[config.mk]
export PLATFORM = sky130hd
export DESIGN_NAME = vga_sync_pipe
export DESIGN_NICKNAME = d
export VERILOG_FILES = /design/src/rtl/vga_sync_pipe_pkg.sv /design/src/rtl/vga_delay_line.sv /design/src/rtl/vga_sync_pipe.sv
export SDC_FILE = /design/constraint.sdc
export NUM_CORES = 1
export LEC_CHECK = 0
export CAP_MARGIN = 0
export CORE_ASPECT_RATIO = 0.8
export CORE_MARGIN = 3
export CORE_UTILIZATION = 55
export CTS_BUF_LIST = sky130_fd_sc_hd__clkbuf_2 sky130_fd_sc_hd__clkbuf_4 sky130_fd_sc_hd__clkbuf_8
export CTS_CLUSTER_SIZE = 28
export DETAILED_ROUTE_END_ITERATION = 16
export GPL_TIMING_DRIVEN = 1
export PLACE_DENSITY_LB_ADDON = 0.12
export SETUP_SLACK_MARGIN = 0.2
export SLEW_MARGIN = 20
export SYNTH_ARGS = -nofsm -noshare
export SYNTH_HDL_FRONTEND = slang
export SYNTH_SLANG_ARGS = --single-unit
[constraint.sdc]
create_clock -name clk -period 4.9 [get_ports clk]
set_input_delay 0.49 -clock clk [delete_from_list [all_inputs] [get_ports clk]]
set_output_delay 0.49 -clock clk [all_outputs]
set_load 0.05 [all_outputs]
[src/rtl/vga_sync_pipe_pkg.sv]
// vga_sync_pipe_pkg: 640x480 mode constants and the flag bundle carried down the sync delay line
package vga_sync_pipe_pkg;

   localparam int VGA_MODE_H_VISIBLE     = 640;
   localparam int VGA_MODE_H_FRONT_PORCH = 16;
   localparam int VGA_MODE_H_SYNC_PULSE  = 96;
   localparam int VGA_MODE_H_WHOLE_LINE  = 800;
   localparam int VGA_MODE_V_VISIBLE     = 480;
   localparam int VGA_MODE_V_FRONT_PORCH = 10;
   localparam int VGA_MODE_V_SYNC_PULSE  = 2;
   localparam int VGA_MODE_V_WHOLE_FRAME = 525;
   localparam logic VGA_MODE_H_SYNC_ACTIVE = 1'b0;
   localparam logic VGA_MODE_V_SYNC_ACTIVE = 1'b0;

   // Raw, polarity-free flags; all-zero is the inactive vector.
   typedef struct packed {
      logic frame_start;
      logic line_start;
      logic vblank;
      logic vsync;
      logic hsync;
      logic visible;
   } sync_flags_t;

endpackage

[src/rtl/vga_delay_line.sv]
// vga_delay_line: enable-gated shift register of DEPTH stages; DEPTH = 0 is a wire
module vga_delay_line #(
   parameter int WIDTH = 1,
   parameter int DEPTH = 1,
   parameter logic [WIDTH-1:0] RESET_VALUE = '0
) (
   input  logic             clk,
   input  logic             reset_n,
   input  logic             enable,
   input  logic [WIDTH-1:0] in,
   output logic [WIDTH-1:0] out
);

   if (DEPTH == 0) begin : g_pass
      logic unused_ctrl;
      assign unused_ctrl = clk ^ reset_n ^ enable;
      assign out = in;
   end else begin : g_pipe
      logic [WIDTH-1:0] stage [DEPTH];
      always_ff @(posedge clk or negedge reset_n)
         if (!reset_n) begin
            for (int i = 0; i < DEPTH; i++) stage[i] <= RESET_VALUE;
         end else if (enable) begin
            stage[0] <= in;
            for (int i = 1; i < DEPTH; i++) stage[i] <= stage[i-1];
         end
      assign out = stage[DEPTH-1];
   end

endmodule

[src/rtl/vga_sync_pipe.sv]
// vga_sync_pipe: VGA column/row counters with sync/blank/strobe flags delayed to match
// the pixel fetch latency, sync polarity applied at the output.
module vga_sync_pipe
   import vga_sync_pipe_pkg::*;
#(
   parameter int H_VISIBLE      = VGA_MODE_H_VISIBLE,
   parameter int H_FRONT_PORCH  = VGA_MODE_H_FRONT_PORCH,
   parameter int H_SYNC_PULSE   = VGA_MODE_H_SYNC_PULSE,
   parameter int H_WHOLE_LINE   = VGA_MODE_H_WHOLE_LINE,
   parameter int V_VISIBLE      = VGA_MODE_V_VISIBLE,
   parameter int V_FRONT_PORCH  = VGA_MODE_V_FRONT_PORCH,
   parameter int V_SYNC_PULSE   = VGA_MODE_V_SYNC_PULSE,
   parameter int V_WHOLE_FRAME  = VGA_MODE_V_WHOLE_FRAME,
   parameter logic H_SYNC_ACTIVE = VGA_MODE_H_SYNC_ACTIVE,
   parameter logic V_SYNC_ACTIVE = VGA_MODE_V_SYNC_ACTIVE,
   parameter int PIPELINE_DELAY = 2,
   parameter int COLUMN_BITS    = $clog2(H_WHOLE_LINE),
   parameter int ROW_BITS       = $clog2(V_WHOLE_FRAME)
) (
   input  logic                   clk,
   input  logic                   reset_n,
   input  logic                   enable,
   output logic [COLUMN_BITS-1:0] column,
   output logic [ROW_BITS-1:0]    row,
   output logic                   visible,
   output logic                   hsync,
   output logic                   vsync,
   output logic                   vblank,
   output logic                   line_start,
   output logic                   frame_start
);

   localparam int H_SYNC_START = H_VISIBLE + H_FRONT_PORCH;
   localparam int H_SYNC_END   = H_SYNC_START + H_SYNC_PULSE;
   localparam int V_SYNC_START = V_VISIBLE + V_FRONT_PORCH;
   localparam int V_SYNC_END   = V_SYNC_START + V_SYNC_PULSE;

   if (H_SYNC_END > H_WHOLE_LINE || V_SYNC_END > V_WHOLE_FRAME ||
       PIPELINE_DELAY < 0 || PIPELINE_DELAY > 8) begin : g_bad_cfg
      $error("vga_sync_pipe: sync ranges must fit in the line/frame and PIPELINE_DELAY must be 0..8");
   end

   int col_i, row_i;
   logic col_last, row_last;
   sync_flags_t raw, dly;

   assign col_i    = int'(column);
   assign row_i    = int'(row);
   assign col_last = col_i == H_WHOLE_LINE - 1;
   assign row_last = row_i == V_WHOLE_FRAME - 1;

   always_ff @(posedge clk or negedge reset_n)
      if (!reset_n) begin
         column <= '0;
         row    <= '0;
      end else if (enable) begin
         column <= col_last ? '0 : column + 1'b1;
         if (col_last) row <= row_last ? '0 : row + 1'b1;
      end

   // Masked while in reset so a zero-depth pipe still shows reset values.
   always_comb begin
      raw = '0;
      if (reset_n) begin
         raw.visible     = col_i < H_VISIBLE && row_i < V_VISIBLE;
         raw.hsync       = col_i >= H_SYNC_START && col_i < H_SYNC_END;
         raw.vsync       = row_i >= V_SYNC_START && row_i < V_SYNC_END;
         raw.vblank      = row_i >= V_VISIBLE;
         raw.line_start  = col_i == 0;
         raw.frame_start = col_i == 0 && row_i == 0;
      end
   end

   vga_delay_line #(
      .WIDTH      ($bits(sync_flags_t)),
      .DEPTH      (PIPELINE_DELAY),
      .RESET_VALUE('0)
   ) u_delay (
      .clk    (clk),
      .reset_n(reset_n),
      .enable (enable),
      .in     (raw),
      .out    (dly)
   );

   assign visible     = dly.visible;
   assign vblank      = dly.vblank;
   assign hsync       = dly.hsync ? H_SYNC_ACTIVE : ~H_SYNC_ACTIVE;
   assign vsync       = dly.vsync ? V_SYNC_ACTIVE : ~V_SYNC_ACTIVE;
   assign line_start  = dly.line_start & enable;
   assign frame_start = dly.frame_start & enable;

endmodule

Word level (Yosys, flattened, before mapping)
Index checks and enable logic that the tools add are counted.

Flip-flop bits (word level): 32. Output and inout port bits: 26.

Add/sub/neg operators: 2. Order comparisons: 7. Equal/unequal tests: 2. Mux-type cells: 5. Bitwise logic cells: 2. Reductions and logical operators: 7.

Operator list (count): 32-bit zero test (2); 10-bit by 1-bit adder with 10-bit output (second input constant) (2); 10-bit by 9-bit >= comparator with 1-bit output (second input constant) (2); 10-bit < comparator (second input constant) (2); 10-bit by 9-bit < comparator with 1-bit output (second input constant) (2); 10-bit two-way mux (2); 10-bit equality test (second input constant) (1); 10-bit by 9-bit equality test with 1-bit output (second input constant) (1); 10-bit >= comparator (second input constant) (1); 6-bit two-way mux (1); 1-bit logical AND (4); 1-bit bitwise AND (2); 1-bit two-way mux (2); 2-bit AND reduction (1).

Depth between registers and ports, before layout
Word-level depth: 3. Depth in mapped cells: 5. Gate-level depth less buffers: 5.

Cells and area by module
A second synthesis with hierarchy kept.

Cell total of the unflattened synthesis: 162. Area, all modules: 1725.4 µm².

Modules (own cells, without submodules): vga_sync_pipe (instances 1, cells an instance 131, area an instance 1196.1 µm², sequential area each 500.5 µm²); vga_delay_line (instances 1, cells an instance 31, area an instance 529.3 µm², sequential area each 300.3 µm²).

Worst setup path after synthesis
No wires, ideal clock.

Kind: flip-flop to flip-flop. From: reg column[0]. To: reg row[9]. Setup time: 0.073 ns. Arrival: 1.878 ns. Required time: 4.827 ns. Path slack: 2.949 ns. Stages on the path, launching flop included: 6. Cell sequence: dfrtp_1 -> ha_1 -> and4_2 -> nand4_4 -> or3_1 -> a21oi_2.

Cells in the longest elaborated chain, start to end: 2.

Ends and longest elaborated chain: from (decl) (RTL line vga_sync_pipe.sv:23) `output logic [COLUMN_BITS-1:0] column,`; from (signal assigned) (RTL line vga_sync_pipe.sv:57) `column <= col_last ? '0 : column + 1'b1;`; 10-bit by 9-bit equality test with 1-bit output (RTL line vga_sync_pipe.sv:49) `assign col_last = col_i == H_WHOLE_LINE - 1;`; 2-bit AND reduction (no line); to (signal assigned) (RTL line vga_sync_pipe.sv:58) `if (col_last) row <= row_last ? '0 : row + 1'b1;`; to (decl) (RTL line vga_sync_pipe.sv:24) `output logic [ROW_BITS-1:0] row,`.

Every way passes these cells. A chain may end at the register's enable or synchronous reset.

Worst setup path in the final report
From: in enable. To: out line_start.

Cells in the longest elaborated chain, start to end: 1.

Ends and longest elaborated chain: from (decl) (RTL line vga_sync_pipe.sv:22) `input logic enable,`; 1-bit bitwise AND (RTL line vga_sync_pipe.sv:90) `assign line_start = dly.line_start & enable;`; to (decl) (RTL line vga_sync_pipe.sv:29) `output logic line_start,`.

Every way passes these cells.

==> run summary <==
The logs give 0 for the count of pins over their slew limit and 0 for the max-cap violation count. In this run the vertical extent of the chip is 55.6 um. Together, buffers and inverters on the worst path number 3. For this design the static power due to leakage is 0.902 nW. The commonest register cell after synthesis is sky130_fd_sc_hd__dfrtp_1.

Dividing the detail-routed via count by the number of cells gives 5.61. Counting every net in the synthesized netlist gives 167. The relative max-transition margin is 49.9%. The tree is rooted in a sky130_fd_sc_hd__clkbuf_8. Counting stages on the worst path, the most repeated cell is sky130_fd_sc_hd__clkdlybuf4s50_1.

For the non-filler instance count after layout, the log shows 229. After floorplanning, the core was divided into 17 placement rows. The critical path is of the input port to output port type. The post-synthesis area per instance is 10.6 um^2. In this design, the stage delay of the slowest critical-path cell is 0.79 ns. The logs give 0 for the count of antenna diodes in the layout and 0.00200 mm^2 for the post-detailed-placement cell area. The worst-margin pin slew was 0.749 ns; the number of endpoints failing setup at the final stage was 0.

For this run the aggregate overflow at the end of global routing stands at 0. The layout cell share with drive strength beyond 1 is 14.7%. Entering global routing, the biggest net connects 32 pins.

Hold path startpoint: u_delay.g_pipe.stage[7]$_DFFE_PN0P_. Adding up every negative setup slack in the final design gives 0 ns. For the detailed router's first-iteration violation count, the log shows 81.

The worst setup path is launched from an input port. For this run, the number of Yosys warnings is 0. The number of different library cells used by synthesis comes to 39. The critical path goes through clkdlybuf4s50_1, buf_4, and2_1, clkdlybuf4s50_1.

The worst setup path is captured at an output port. Once placement completed, the tool counted placed cells totaling 221. Yosys mapped a number of flops with a built-in enable equal to 0.

In this run the power density over the cells is 382 mW/mm^2. Class of the tightest hold or removal check: flop to flop. The cell at the slowest stage of the critical path was sky130_fd_sc_hd__clkdlybuf4s50_1. The flow ran to the end, and the final reports show no timing, DRC or antenna violations.

The area added between synthesis and finish works out to 25.3%. The number of endpoints with negative hold slack in the final report came out at 0. Once the clock tree was built, the resizer swapped 0 gates to a different size. The number of hold buffers added after cts is 0. The post-CTS clock slew at the launch and capture registers of the worst setup and hold paths is 0.07 ns. During I/O placement, the number of pins put on the boundary was 29.

The run gives 2.20 ns as the arrival time reported for the critical path endpoint. The setup clock skew after layout is 0.00241 ns, and the initial core utilization is 59.2%. Clock period minus worst slack: 2.69 ns.

The worst register-to-register path has a depth of 5. The startpoint identified for the worst register-to-register timing path is column[0]$_DFFE_PN0P_. For hold timing, the worst endpoint is u_delay.out[1]$_DFFE_PN0P_. The cell family contributing the most delay on the critical path is buffers and inverters.

The longest clock path from root to sink contains 2 buffers. Of all nets on the critical path, the largest fanout is 31. STA puts the critical path data required time at 4.41 ns. Routability-driven placement finished with a final weighted congestion of 0.827. For this run, the register share of the synthesized area comes to 47.4%. The filler cells instantiated in the layout total 197.

The tools report the capture instance of the worst register-to-register path as row[9]$_DFFE_PN0P_. In this run, synthesis produced a sequential element count of 32. The total routing usage reported by global routing is 21.9%, and the async set-or-reset flop fraction in the synthesized netlist is 100%.

Along the worst hold path, the cell count comes to 2. TritonCTS built the clock tree. The source-to-sink clock delay at the later pin of the worst-skew pair was 0.28 ns. Setup repair after global routing left no endpoint under its margin. The routed layout has 1,285 vias.

In this run the remaining antenna-violating nets after routing total 0. IR analysis of the VDD net gives a maximum drop of 369 uV. Detailed placement ended at an HPWL of 2.46 mm.

Number of buffers added for setup after CTS: 0. Leaving out fill and tap cells, the most frequent cells in the layout are sky130_fd_sc_hd__dfrtp_1, sky130_fd_sc_hd__clkdlybuf4s50_1, sky130_fd_sc_hd__inv_1, sky130_fd_sc_hd__o21ai_0, sky130_fd_sc_hd__nand3_1. Derived from the worst setup path, the maximum achievable clock frequency is 0.372 GHz.

The number of antenna violations at the first check in global routing was 0. The number of DRC violations after detailed routing came out at 0. For this run, the detailed router's first-pass iteration total came to 4. The number of buffers added by the clock tree synthesis step was 5; the setup slack on the worst flop-to-flop path was 3.08 ns. Number of nets in the layout: 198.

The count of buffers added on input and output ports is 28. The tools report the number of global-route vias before repair as 1,327. The number of instances in the synthesized netlist was 159; the final routed wirelength across all metal layers was 3.48 mm. The die outline width works out to 67.9 um. With fillers left out, the area of the finished cells amounts to 0.00211 mm^2.

The first global-routing pass estimated 6.32 mm of wire. The most common cell after layout, fill and taps aside is sky130_fd_sc_hd__dfrtp_1. The floorplan step defined a die boundary enclosing 0.00377 mm^2. For this design, the sink count on the clock tree is 32. In this run the number of H-tree levels came out at 2. The total area inside the core boundary comes to 0.00285 mm^2.

After layout, the worst path uses 54.8% of the clock period. After detailed routing, the average wire length per cell comes to 15.2 um. The run gives 0.00169 mm^2 as the mapped cell area.
## logic make-up (layout without fill, tap and decap cells)
family,after synthesis,after routing,synth area share [%]
buffers and inverters,19,51,4.52
muxes,5,5,3.34
AOI/OAI and AO/OA,20,20,7.04
xor gates and xnor gates,13,13,6.75
adders and majority gates,5,5,3.71
and+or+nand+nor,65,65,27.2
DFF,32,32,47.4
## tightest hold or removal path, stage by stage (launching register included)
cell                      delay [ns]
sky130_fd_sc_hd__dfrtp_1        0.35
sky130_fd_sc_hd__nand2_1        0.05
sky130_fd_sc_hd__o21ai_0        0.06
## how the worst max path moves through the flow
stage	start	depth (start not counted)	endpoint	slack [ns]
final	enable	4	line_start	2.21
after floorplan	column[0]$_DFFE_PN0P_	5	row[9]$_DFFE_PN0P_	2.95
after global routing	enable	4	line_start	2.11
after detailed placement	enable	4	line_start	2.22
after global placement	enable	4	line_start	2.22
after CTS	enable	4	line_start	2.22
## synthesized netlist by cell type, types with 2 or more instances
master | count | area (um^2)
sky130_fd_sc_hd__buf_2 | 4 | 20.0
sky130_fd_sc_hd__nand2b_1 | 2 | 12.5
sky130_fd_sc_hd__nand3_1 | 11 | 55.1
sky130_fd_sc_hd__nor3_1 | 3 | 15.0
sky130_fd_sc_hd__xor2_1 | 4 | 35.0
sky130_fd_sc_hd__and2_1 | 2 | 12.5
sky130_fd_sc_hd__o22ai_1 | 2 | 12.5
sky130_fd_sc_hd__nor2_1 | 8 | 30.0
sky130_fd_sc_hd__nand4_1 | 7 | 43.8
sky130_fd_sc_hd__nand2_1 | 7 | 26.3
sky130_fd_sc_hd__nor4_1 | 3 | 18.8
sky130_fd_sc_hd__nand4b_1 | 2 | 17.5
sky130_fd_sc_hd__and3_1 | 6 | 37.5
sky130_fd_sc_hd__nor4_4 | 2 | 42.5
sky130_fd_sc_hd__o21ai_0 | 12 | 60.1
sky130_fd_sc_hd__dfrtp_1 | 32 | 801
sky130_fd_sc_hd__and3_2 | 2 | 15.0
sky130_fd_sc_hd__xnor2_1 | 9 | 78.8
sky130_fd_sc_hd__mux2_2 | 5 | 56.3
sky130_fd_sc_hd__inv_1 | 13 | 48.8
sky130_fd_sc_hd__ha_1 | 5 | 62.6
## area by class of cell
cell class                 instances  area [um^2]  share of cell area (%)
clock buffer                       5         68.8                    3.25
clock inverter                     3         42.5                    2.01
inverter                          13         48.8                    2.31
multi-input combinational        108          811                    38.3
sequential                        32          801                    37.9
tap                               38         47.5                    2.25
timing repair buffer              30          295                    14.0
## flip-flops by register name, summed over array words and instances, names as in the netlist
register	cells
column	10
row	10
u_delay.g_pipe.stage	6
u_delay.out	6
## layer usage
layer  vias up  global-route usage [%]  routed length, um
met4         0                    6.23                 29
met3         4                    6.50                170
met5         -                       0                  0
li1        624                       -                  -
met1       620                    30.1               1640
met2        37                    33.1               1640
## per-stage QoR
stage               worst slack, ns  power (mW)  hold WS, ns  utilization [%]
floorplan                      2.95       0.484        0.194                -
global placement               2.22       0.554        0.475             70.3
detailed placement             2.22       0.559        0.473             70.3
CTS                            2.22       0.810        0.489             74.2
global route                   2.11       0.847        0.520             74.2
finish                         2.21       0.809        0.490             74.2
## report_power, final
part           internal, mW  switching [mW]  total (mW)
logic                0.0812           0.136       0.218
clock network         0.150           0.102       0.252
registers             0.288          0.0508       0.339
No activity file was read; power rests on OpenSTA's default activity.
